==> src/rtl/perceptron_trainer.sv <==
// Training sequencer for a single perceptron: buffers labelled samples, then
// replays them epoch by epoch until an error-free epoch or the epoch limit.
//
// state     | meaning
// ----------+-------------------------------------------------------------
// IDLE      | not running; buffer may be loaded/cleared, outputs held at 0
// PRESENT   | sample idx on x/expected_y with train=1, y is compared
// SETTLE    | train=0, one cycle for the perceptron's delayed weight update
// EPOCH_END | epoch bookkeeping: converge, give up, or replay the buffer
module perceptron_trainer #(
   parameter int N     = 8,
   parameter int DEPTH = 16
) (
   input  logic                    clk,
   input  logic                    rst,
   input  logic                    load_valid,
   output logic                    load_ready,
   input  logic [N-1:1]            load_x,
   input  logic [31:0]             load_exp_y,
   input  logic                    clear,
   input  logic                    start,
   input  logic [31:0]             learning_rate_in,
   input  logic [15:0]             max_epochs,
   output logic [N-1:1]            x,
   output logic                    train,
   output logic [31:0]             learning_rate,
   output logic [31:0]             expected_y,
   input  logic [31:0]             y,
   output logic                    busy,
   output logic                    done,
   output logic                    converged,
   output logic [15:0]             epoch_count,
   output logic [$clog2(DEPTH):0]  error_count
);

   localparam int IW = $clog2(DEPTH);

   typedef enum logic [1:0] {IDLE, PRESENT, SETTLE, EPOCH_END} state_t;

   state_t        state;
   logic [N-1:1]  mem_x [DEPTH];
   logic [31:0]   mem_y [DEPTH];
   logic [IW:0]   cnt;
   logic [IW-1:0] idx;
   logic [15:0]   limit;

   logic          load_ok;
   logic          clear_ok;
   logic          start_ok;
   logic [IW:0]   idx_next_ext;
   logic [IW-1:0] idx_next;
   logic [15:0]   epoch_next;

   assign load_ready   = !busy && (cnt < (IW+1)'(DEPTH));
   assign clear_ok     = clear && !busy;
   assign load_ok      = load_valid && load_ready && !clear;
   // a same-cycle clear empties the buffer, leaving the start nothing to train on
   assign start_ok     = start && !busy && (cnt != '0) && !clear;
   assign idx_next_ext = {1'b0, idx} + (IW+1)'(1);
   assign idx_next     = idx_next_ext[IW-1:0];
   assign epoch_next   = epoch_count + 16'd1;

   // sample buffer write port; contents survive runs and reset
   always_ff @(posedge clk) begin
      if (load_ok) begin
         mem_x[cnt[IW-1:0]] <= load_x;
         mem_y[cnt[IW-1:0]] <= load_exp_y;
      end
   end

   // sample count: clear wins over a same-cycle load
   always_ff @(posedge clk) begin
      if (rst)
         cnt <= '0;
      else if (clear_ok)
         cnt <= '0;
      else if (load_ok)
         cnt <= cnt + (IW+1)'(1);
   end

   // training sequencer with registered perceptron drive and status
   always_ff @(posedge clk) begin
      if (rst) begin
         state         <= IDLE;
         idx           <= '0;
         limit         <= '0;
         x             <= '0;
         expected_y    <= '0;
         learning_rate <= '0;
         train         <= 1'b0;
         busy          <= 1'b0;
         done          <= 1'b0;
         converged     <= 1'b0;
         epoch_count   <= '0;
         error_count   <= '0;
      end else begin
         case (state)
            IDLE: begin
               if (start_ok) begin
                  learning_rate <= learning_rate_in;
                  limit         <= (max_epochs == 16'd0) ? 16'd1 : max_epochs;
                  done          <= 1'b0;
                  converged     <= 1'b0;
                  epoch_count   <= '0;
                  error_count   <= '0;
                  idx           <= '0;
                  x             <= mem_x[0];
                  expected_y    <= mem_y[0];
                  train         <= 1'b1;
                  busy          <= 1'b1;
                  state         <= PRESENT;
               end
            end
            PRESENT: begin
               train <= 1'b0;
               if (y != expected_y)
                  error_count <= error_count + (IW+1)'(1);
               state <= SETTLE;
            end
            SETTLE: begin
               if (idx_next_ext < cnt) begin
                  idx        <= idx_next;
                  x          <= mem_x[idx_next];
                  expected_y <= mem_y[idx_next];
                  train      <= 1'b1;
                  state      <= PRESENT;
               end else begin
                  state <= EPOCH_END;
               end
            end
            EPOCH_END: begin
               epoch_count <= epoch_next;
               if (error_count == '0 || epoch_next == limit) begin
                  converged     <= (error_count == '0);
                  done          <= 1'b1;
                  busy          <= 1'b0;
                  x             <= '0;
                  expected_y    <= '0;
                  learning_rate <= '0;
                  state         <= IDLE;
               end else begin
                  error_count <= '0;
                  idx         <= '0;
                  x           <= mem_x[0];
                  expected_y  <= mem_y[0];
                  train       <= 1'b1;
                  state       <= PRESENT;
               end
            end
            default: state <= IDLE;
         endcase
      end
   end

endmodule
==> config.mk <==
export PLATFORM = sky130hd
export DESIGN_NAME = perceptron_trainer
export DESIGN_NICKNAME = d
export VERILOG_FILES = /design/src/rtl/perceptron_trainer.sv
export SDC_FILE = /design/constraint.sdc
export NUM_CORES = 1
export LEC_CHECK = 0
export CAP_MARGIN = 20
export CORE_ASPECT_RATIO = 1.4
export CORE_UTILIZATION = 32
export CTS_CLUSTER_DIAMETER = 100
export DETAILED_ROUTE_END_ITERATION = 10
export PLACE_DENSITY_LB_ADDON = 0.08
export SLEW_MARGIN = 20
export SYNTH_ARGS = -nofsm -noshare
export SYNTH_HDL_FRONTEND = slang
export SYNTH_SLANG_ARGS = --single-unit
==> constraint.sdc <==
create_clock -name clk -period 11.2 [get_ports clk]
set_clock_uncertainty 0.15 [all_clocks]
set_input_delay 2.24 -clock clk [delete_from_list [all_inputs] [get_ports clk]]
set_output_delay 2.24 -clock clk [all_outputs]
set_load 0.005 [all_outputs]
; ---- After elaboration in Yosys (flattened, before gate mapping)
; Memory sizes are Yosys's and may differ from the RTL's.
; Index checks and enable logic that the tools add are counted.
[word_totals]
wordCells = 95
ramBits = 624
memories = 2
ff_bits = 123
[mem_list]
columns = name, words, word_bits, rd, rd_ports_with_merged_regs, wr, line
row1 = mem_y, 16, 32, 2, 0, 1, 42  ; logic [31:0] mem_y [DEPTH];
row2 = mem_x, 16, 7, 2, 0, 1, 41  ; logic [N-1:1] mem_x [DEPTH];
[op_classes]
n_eq_ne = 10
n_lt_le_gt_ge = 2
n_reduce_logical = 25
muxes = 39
addsub = 4
[ops]
columns = op, count
row1 = 32-bit 2-to-1 mux, 5
row2 = 32-bit one-hot mux with 3 select lines, 1
row3 = 32-bit one-hot mux with 2 select lines, 1
row4 = 16-bit 2-to-1 mux, 2
row5 = 32-bit != test, 1
row6 = 16-bit one-hot mux with 2 select lines, 1
row7 = 7-bit 2-to-1 mux, 3
row8 = 7-bit one-hot mux with 3 select lines, 1
row9 = 16-bit by 1-bit adder with 16-bit output (second input constant), 1
row10 = 16-bit equality test, 1
row11 = 16-bit logical NOT, 1
row12 = 5-bit 2-to-1 mux, 3
row13 = 5-bit one-hot mux with 3 select lines, 1
row14 = 4-bit 2-to-1 mux, 3
row15 = 4-bit one-hot mux with 3 select lines, 1
row16 = 5-bit by 1-bit adder with 5-bit output (second input constant), 2
row17 = 1-bit 2-to-1 mux, 10
row18 = 2-bit != test (second input constant), 5
row19 = 3-bit AND reduction, 3
row20 = 2-bit one-hot mux with 4 select lines, 1
row21 = 4-bit AND reduction, 2
row22 = 1-bit logical AND, 7
row23 = 1-bit one-hot mux with 2 select lines, 3
row24 = 3-bit nonzero test, 2
row25 = other kinds (15), 19

; ---- Longest topological paths before layout
; Gate-level depths: netlist (run 1).
[logic_depth]
depth_word = 6
depth_mapped = 15
ltp_nobuf = 9

; ---- Least setup slack after synthesis (run 1)
; OpenSTA, ideal clock, no wires.
[synth_path]
path_type = input-to-reg
startpoint = in clear
endpoint = mem mem_x[3][0] in the netlist's numbering (enable)
setup_time_ps = 484
required_time_ps = 10566
slack_ps = 5059
n_path_buf = 1
arrival_time_ps = 5508
stages = 5
cell_sequence = inv_1 > and3_1 > clkbuf_1 > nand2_1 > nor3_1
[synth_via]
elab_chain_len = 4
[synth_rtl]
columns = item, line
row1 = start: declaration, 20  ; input logic clear,
row2 = 1-bit logical NOT, 56  ; assign load_ok = load_valid && load_ready && !clear;
row3 = 1-bit logical AND, 56
row4 = 1-bit 2-to-1 mux, 65  ; if (load_ok) begin
row5 = 1-bit 2-to-1 mux (implied by the code), 66  ; mem_x[cnt[IW-1:0]] <= load_x;
row6 = end: declaration, 41
; No other way between the ends.

; ---- Worst setup path in the final report (run 1)
[layout_path]
startpoint = reg idx[0]
endpoint = reg idx[2]
[layout_via]
elab_chain_len = 4
elab_cells_between_ends = 6
cone_classes = 1 x add/sub / 1 x order compare / 1 x eq/ne / 2 x mux / 1 x reduce/logical
[layout_rtl]
columns = item, line
row1 = start: declaration, 44  ; logic [IW-1:0] idx;
row2 = start signal: assignment, 122  ; idx <= idx_next;
row3 = 4-bit by 1-bit adder with 5-bit output (*), 59  ; assign idx_next_ext = {1'b0, idx} + (IW+1)'(1);
row4 = 5-bit < comparator, 121  ; if (idx_next_ext < cnt) begin
row5 = 2-bit != test (no line), n/a
row6 = 4-bit AND reduction (no line), n/a
; Mark *: on every way between the ends. The rest lies on a longest branch, timed or not. The select of a mux whose other input is x is not followed.
; A chain may end at the register's enable or synchronous reset.

==> results of run 1 <==
metal layers:
metal  vias to the layer above  track usage  wire length (µm)
met5                         -            0                22
met2                       543        0.314             43000
li1                       7049            -                 -
met3                       116       0.0316              5090
met1                      8645        0.248             37300
met4                         4       0.0546              1850
cell type report:
class	instances	area share
Antenna cell	1	0.0000698
Tap cell	1197	0.0418
Multi-Input combinational cell	753	0.225
Timing Repair Buffer	256	0.0697
Clock inverter	32	0.00786
Sequential cell	747	0.592
Clock buffer	110	0.0621
Inverter	16	0.00168
through the flow:
stage               setup slack (ns)   util  power [µW]  area (µm²)  hold WS, ns
floorplan                       5.06      -        3200       29600        0.298
global placement                5.77  0.364        3360       33300        0.302
detailed placement              5.69  0.365        3360       33300        0.305
CTS                             6.31  0.392        5950       35800        0.312
global route                    6.11  0.392        6070       35800        0.338
finish                          6.43  0.392        5870       35800        0.307
power breakdown:
| part | internal (µW) | leakage (µW) | total, µW | switching [µW] |
|---|---|---|---|---|
| registers | 3030 | 0.00661 | 3050 | 20.4 |
| logic | 114 | 0.00304 | 250 | 137 |
| clock network | 1500 | 0.00123 | 2570 | 1080 |
| total | 4640 | 0.0109 | 5870 | 1230 |
flip-flops by register name, summed over array words and instances (netlist names):
register,flops
learning_rate,32
state,2
train,1
mem_y,512
done,1
converged,1
epoch_count,16
expected_y,32
error_count,5
x,7
cnt,5
mem_x,112
busy,1
idx,4
limit,16
synth_stat cells, types with 9 or more instances:
cell type,instances,area share
nand2_1,61,0.0077
buf_2,12,0.0020
nor3_1,12,0.0020
nor2_1,92,0.012
o211ai_1,42,0.011
a22o_1,32,0.0095
or3_1,9,0.0019
ha_1,12,0.0051
xnor2_1,49,0.015
mux4_2,195,0.15
nand3_1,19,0.0032
nand4_1,11,0.0023
dfxtp_1,123,0.083
buf_1,13,0.0017
inv_1,15,0.0019
clkbuf_1,76,0.0097
a21oi_1,78,0.013
o21ai_0,20,0.0034
a211oi_1,43,0.011
edfxtp_1,624,0.63
xor2_1,9,0.0027
final timing paths:
kind | startpoint | end | slack (ns) | cells after the start
worst max-delay path | idx[0] | idx[2] | 6.43 | 11
worst min-delay path | done | done | 0.31 | 2
worst max register to register | idx[0] | idx[2] | 6.43 | 11
worst min register to register | done | done | 0.31 | 2
critical path: stages (launching register included):
cell and delay, ns:
dfxtp_4 0.75, nand3_1 0.32, xor2_4 0.20, buf_4 0.78, inv_1 0.22, ha_1 0.33
o21ai_0 0.07, a21oi_1 0.49, or2_2 0.22, buf_4 0.69, nor3_1 0.13, a221oi_1 0.29
kinds of logic (layout without fill, tap and decap cells):
kind of cell	after synthesis	in the layout	synth area share
flops	747	747	0.717
compound gates	244	244	0.0558
simple gates	242	242	0.0384
mux	197	197	0.149
buf+inv	121	414	0.0169
xor+xnor	58	58	0.0172
fa+ha+maj	12	12	0.00508
other cells	0	1	0
==> results.yml, run 1 <==
run_status:
  status: "completed"
grt:
  grt_max_degree: 55
  grt_pass1_wl_um: 124000
  grt.overflow.total: 0
  grt_usage: 0.187
  grt_antenna_before_repair: 5
  grt_pass1_vias: 17100
synthesis:
  synth_nets: 1757
  ys_ff_latch: 747
  synth_edf_count: 624
  yosys_warnings: 0
  netlist_area_um2: 29600
  dominantRegCellSynth: "edfxtp_1"
  postSynthCellCount: 1621
  synth_area_per_cell_um2: 18.2
  synth_async_sr_flop_share: 0
  synth_cell_type_count: 57
  synth-seq-area-share: 0.717
clock_tree:
  clock_sinks: 747
  cts.reportedPaths.clkPinSlew_ns: 0.06
  clock_path_buffers: 3
  htreeDepth: 3
  cts_buffers: 79
  cts_tree: "yes"
  cts_setup_buffers: 0
  clock_latency_ns: 0.62
  hold_buffers: 0
  cts-root-buf: "clkbuf_16"
  ctsResizeCount: 0
pwr:
  cellPowerDensity_nw_per_um2: 164
  ir_drop_mv: 0.0978
  p_leak_uw: 0.0109
sta:
  timing.fmax_mhz: 210
  post-route-min-period_ns: 4.77
  tns_ns: 0
  slew_headroom: 0.328
  final-hold-violation-count: 0
  report.final.slew_viol_count: 0
  rsz0062_at_grt: "false"
  tightest_slew_ns: 1.01
  min_period_over_period: 0.426
  setup_viol: 0
critical_path:
  arrival_ns: 5.13
  worstSetupEndpointType: "flop"
  cp_max_fo: 41
  start_kind: "flop"
  path_class: "reg2reg"
  worstPathRequired_ns: 11.56
placement:
  dpl.cell_count: 2968
  hpwl_um: 47600
  io_buffers: 220
  gp_congestion: 0.735
floorplanning:
  rows: 131
  die_area_um2: 93600
  start_util: 0.324
  core_um2: 91300
  die_y_um: 362
  ios: 221
  die_w_um: 259
detailed_routing:
  routed_wl_um: 87300
  route.detailed.drc: 0
  drtIter0Drc: 1311
  ant_nets: 0
  route.vias.total: 16400
  via_per_inst: 5.26
  drt-pass1-iter-count: 5
  wire_per_inst_um: 28.0
cells_and_area:
  fillers: 8307
  layout_commonest_cell: "edfxtp_1"
  regArea_um2: 21200
  nets: 1989
  area_growth_pct: 21.2
  multi_input_area_um2: 8060
  drive_gt1_frac: 0.198
  final_cells: 3112
  layout_common_cells: "edfxtp_1, clkdlybuf4s50_1, mux4_2"
flow_run:
  drv_cap: 0
min_path:
  hold_path_class: "reg2reg"
No activity file was read; power rests on OpenSTA's default activity.
==> run 2, diff against run 1 <==
==> constraint.sdc (replaced) <==
create_clock -name clk -period 4.4 [get_ports clk]
set_clock_uncertainty 0.15 [all_clocks]
set_input_delay 0.88 -clock clk [delete_from_list [all_inputs] [get_ports clk]]
set_output_delay 0.88 -clock clk [all_outputs]
set_load 0.005 [all_outputs]
==> run 2 against run 1 <==
Against the previous run:
- register-to-register slack worse by 5.8 ns
- via count hardly changed
- flip-flop and latch count is the same
- critical path depth fell by 2
- worst hold slack improved by 0.010 ns
- combinational power rose to 2.5 times the previous value
- maximum frequency grew 26%
- worst setup slack got worse by 5.8 ns
- design area rose by 1.3%
- global-route usage barely moved
- utilization rose by 0.50 points
==> results.yml, run 2 (synthesis results as in run 1) <==
cells_and_area:
  final_cell_area_um2: 36300
  nets: 2001
  fillers: 8256
  layout_commonest_cell: "edfxtp_1"
  drive_gt1_frac: 0.204
  largest_register_ffs: 512
  area_growth_pct: 22.8
  layout_common_cells: "edfxtp_1, clkdlybuf4s50_1, mux4_2"
  final_cells: 3129
sta:
  final-hold-violation-count: 0
  report.final.slew_viol_count: 0
  post-route-min-period_ns: 3.77
  holdWs_ns: 0.317
  tns_ns: 0
  timing.fmax_mhz: 265
  tightest_slew_ns: 0.989
  slew_headroom: 0.341
  min_period_over_period: 0.858
  rsz0062_at_grt: "false"
  setup_viol: 0
clock_tree:
  htreeDepth: 3
  hold_buffers: 0
  clock_latency_ns: 0.64
  cts_buffers: 79
  cts.reportedPaths.clkPinSlew_ns: 0.06
  ctsResizeCount: 0
  cts-root-buf: "clkbuf_16"
  clock_path_buffers: 3
  cts_tree: "yes"
  clock_sinks: 747
  cts_setup_buffers: 0
critical_path:
  max_stage_delay_ns: 0.69
  crit_chain: "ha_1 > nand3_2 > or3_1 > a2111oi_2 > nand4_1 > or4_2 > buf_4 > o211ai_1 > a211oi_1"
  path_buf_inv: 1
  crit_path_top_delay_cell: "or4_2"
  worstSetupEndpointType: "flop"
  cp_max_fo: 40
  start_kind: "flop"
  cpLargestDelayFamily: "simple AND/OR/NAND/NOR gates"
  path_class: "reg2reg"
  arrival_ns: 4.10
  worstPathRequired_ns: 4.73
  reg2reg_slack_ns: 0.63
floorplanning:
  rows: 131
  die_area_um2: 93600
  die_y_um: 362
  die_w_um: 259
  start_util: 0.324
  core_um2: 91300
  ios: 221
grt:
  grt_pass1_wl_um: 124000
  grt.overflow.total: 0
  grt_pass1_vias: 17100
  grt_usage: 0.187
  grt_busiest_layer: "met2"
  use_met2: 0.316
  grt_max_degree: 102
  grt.met1_usage: 0.246
  use_met3: 0.0297
  grt_antenna_before_repair: 6
placement:
  dpl.cell_count: 2981
  io_buffers: 220
  gp_congestion: 0.762
  hpwl_um: 49100
  post_dp_cell_area_um2: 33700
flow_run:
  drv_cap: 0
detailed_routing:
  routed_wl_um: 87300
  route.detailed.drc: 0
  drt-pass1-iter-count: 5
  route.vias.total: 16400
  wire_per_inst_um: 27.9
  drtIter0Drc: 1090
  via_per_inst: 5.23
  ant_nets: 0
pwr:
  cellPowerDensity_nw_per_um2: 418
  p_leak_uw: 0.0110
  finalPower_uw: 15200
  ir_drop_mv: 0.261
run_status:
  status: "completed"
min_path:
  hold_path_class: "reg2reg"
## run 2: cell types whose count changed in the layout (fill, tap and decap cells not counted), sizes merged
cell and delta:
buf +12, clkbuf -7, bufinv +4, clkinv +4
inv +3, clkinvlp +1
## run 2: through the flow
stage,util,setup slack [ns]
after floorplan,-,0.644
after global placement,0.369,0.437
after detailed placement,0.369,0.426
after CTS,0.397,0.605
after global routing,0.397,0.410
final,0.398,0.626
## run 2: final timing paths
| path | from | end | cells after the start |
|---|---|---|---|
| setup / recovery | epoch_count[0] | expected_y[18] | 9 |
| hold / removal | done | done | 2 |
| hold reg to reg | done | done | 2 |
| setup reg to reg | epoch_count[0] | expected_y[18] | 9 |
## run 2: final cells by class
type,instances,area (µm²),area share
diodes,1,2.50,0.0000690
inverters,16,60.1,0.00165
well taps,1197,1500,0.0413
clock buffers,103,2120,0.0584
flip-flops and latches,747,21200,0.584
multi-input cells,753,8080,0.223
clock inverters,44,494,0.0136
repair buffers,268,2840,0.0781
## run 2: tightest hold or removal path, cell delays in order (launching register included)
cell     delay [ns]
dfxtp_1        0.32
nand2_1        0.05
a21oi_1        0.05
## run 2: metal layers
| metal | vias up | routed length [µm] |
|---|---|---|
| met5 | - | 73 |
| li1 | 7100 | - |
| met3 | 114 | 4180 |
| met4 | 10 | 2080 |
| met2 | 470 | 43400 |
| met1 | 8672 | 37600 |
## run 2: power by group
group	switching (µW)	total [µW]	internal [µW]	leakage (µW)
logic	338	630	292	0.00314
clock network	2820	6770	3950	0.00127
registers	52.2	7760	7700	0.00661
total	3210	15200	11900	0.0110
==> variant (config.mk and constraints of run 1) <==
Make the reset (`rst`) asynchronous in 2 clocked blocks.
--- a/src/rtl/perceptron_trainer.sv
+++ b/src/rtl/perceptron_trainer.sv
@@ -69,7 +69,7 @@
    end
 
    // sample count: clear wins over a same-cycle load
-   always_ff @(posedge clk) begin
+   always_ff @(posedge clk or posedge rst) begin
       if (rst)
          cnt <= '0;
       else if (clear_ok)
@@ -79,7 +79,7 @@
    end
 
    // training sequencer with registered perceptron drive and status
-   always_ff @(posedge clk) begin
+   always_ff @(posedge clk or posedge rst) begin
       if (rst) begin
          state         <= IDLE;
          idx           <= '0;
Behaviour: differs if rst is asserted again (counterexample within 4 cycles, from zero or initial values and one cycle with rst high); with rst held inactive, the same outputs for 4 cycles.
==> variant against run 1 <==
  * Die area up 3.9%
  * Synthesized area increased by 3.9%
  * Final area up 3.2%
  * Global-route usage hardly changed
  * Worst hold slack better by 20 ps
  * First-iteration DRC count fell by 12%
  * Sequential cell count unchanged
  * Worst setup slack lost 990 ps
  * Wire length increased by 3.2%
  * Utilization is 0.40 points lower
  * Sequential share of layout area decreased by 0.19 points
  * Count of clock-buffer cells in the layout increased by 6
  * Critical path type is now in2reg
  * Critical endpoint is now error_count[4]
Power is not compared: it rests on default switching activity, and its combinational part moved more than twofold at a synthesized area within 25%.
==> variant: results (changes against run 1) <==
worst_setup_path:
  reg2reg_slack_ps: 5770  # -660 ps
  worstSetupStartpoint: "y[22]"
  endpoint: "error_count[4]"
  crit_family: "simple AND/OR/NAND/NOR gates"
  cp_num_buf_inv: 1  # -2
  critical_path.max_fanout: 5  # -88%
  worstReg2RegEnd: "expected_y[23]"
  slowest_stage: "nor4_1"
  r2r_start: "idx[0]"
  rr_worst_depth: 13  # +2
  max_stage_delay_ps: 980  # +200 ps
  cp.arrival_ps: 6100  # +970 ps
synth:
  synth_warnings: 0  # unchanged
  ys_types: 68  # +19%
  ys_top_cells_by_count: "edfxtp_1, nand2_1, mux4_2"
  synth_edf_count: 624  # unchanged
  synth_nets: 2014  # +15%
  async_flop_share: 0.165  # +0.165
  synth_ff_type: "edfxtp_1"
  synthTopCellsByArea: "edfxtp_1, mux4_2, dfrtp_1, nand2_1, o31ai_1"
  seq_area_frac_synth: 0.711  # -0.00685
power_and_ir_drop:
  ir_drop_uv: 173
  cellLeakagePower_nw: 12.4
global_route:
  antenna_found_initial: 5  # unchanged
  grt_pass1_wl_um: 132000  # +6.0%
  grtUsageMet2: 0.319  # +0.00523
  grtUsageMet1: 0.249  # +0.000354
  first_global_vias: 18700  # +9.7%
  grt_use_total: 0.187  # about the same
  grt_start_max_net_pins: 122  # +120%
  grt_use_met3: 0.0312  # -0.000430
clock_tree:
  cts_buffer_depth: 3  # unchanged
  htreeDepth: 3  # unchanged
  cts_resized: 0  # unchanged
  cts_made_buffers: 80  # +1.3%
  postCtsSetupRepairBufs: 0  # unchanged
  ctsHoldBuffers: 0  # unchanged
  cts-root-buf: "clkbuf_16"
  clk-insertion-delay-late_ps: 640  # +20 ps
placed_design:
  place.gp.congestion: 0.741  # +0.76%
  hpwl_um: 48500  # +1.9%
  dpl_cell_area_sq_um: 34400  # +3.4%
  place_ws_ps: 4790  # -897 ps
  io_buffers: 220  # unchanged
drt:
  wl_per_cell_um: 26.5  # -5.3%
  firstDrtPassIters: 4  # -1
  viasPerCell: 5.19  # -1.3%
  drt_iter0_drc: 1148  # -12%
min_path:
  hold_class: "reg2reg"
layout:
  nets: 2241  # +13%
  drive_gt1_frac: 0.178  # -0.0205
timing:
  maxSlewHeadroom: 0.271  # -0.0572
  holdWs_ps: 327  # +20.2 ps
  layout_setup_ws_ps: 5440  # -990 ps
outcome:
  outcome: "completed"
[variant: through the flow]
step | total power, mW | std cells | utilization
floorplan | 5.16 | 1878 | -
global placement | 6.32 | 3247 | 0.361
detailed placement | 6.33 | 3247 | 0.361
CTS | 8.98 | 3393 | 0.388
global route | 9.28 | 3393 | 0.388
finish | 8.82 | 3394 | 0.388
[variant: report_power, final]
part	leakage, nW	total [mW]	internal (mW)	switching (mW)
Combinational	3.93	2.67	1.23	1.44
Sequential	7.20	3.54	3.26	0.280
Clock	1.25	2.61	1.51	1.11
Total	12.4	8.82	6.00	2.83
[variant: layer usage]
| metal | vias up | routed length (um) |
|---|---|---|
| li1 | 7682 | - |
| met3 | 118 | 4370 |
| met5 | - | 37 |
| met1 | 9316 | 39400 |
| met2 | 493 | 44700 |
| met4 | 6 | 1620 |
[variant: how the worst min path moves through the flow]
| stage | startpoint | endpoint | cells after the start |
|---|---|---|---|
| CTS | done | done | 1 |
| global route | x[4] | x[4] | 1 |
| finish | done | done | 1 |
| global placement | done | done | 1 |
| detailed placement | done | done | 1 |
| floorplan | limit[2] | limit[2] | 2 |
[variant: area by class of cell]
cell class | instances | area (sq um)
diodes | 1 | 2.50
fillers | 8848 | 58200
flip-flops and latches | 747 | 21800
well taps | 1224 | 1530
clock buffers | 116 | 2320
inverters | 18 | 73.8
repair buffers | 259 | 2520
multi-input cells | 999 | 8470
clock inverters | 30 | 255
[variant: logic make-up (layout without fill, tap and decap cells)]
family                   after synthesis  after routing  synth area share
AO/OA/AOI/OAI                        228            228            0.0547
XOR/XNOR                              57             57            0.0172
adder cells (fa/ha/maj)               12             12           0.00489
buffers and inverters                132            423            0.0199
flip-flops                           747            747             0.711
multiplexers                         160            160             0.116
other                                  0              1                 0
AND/OR/NAND/NOR                      542            542            0.0771
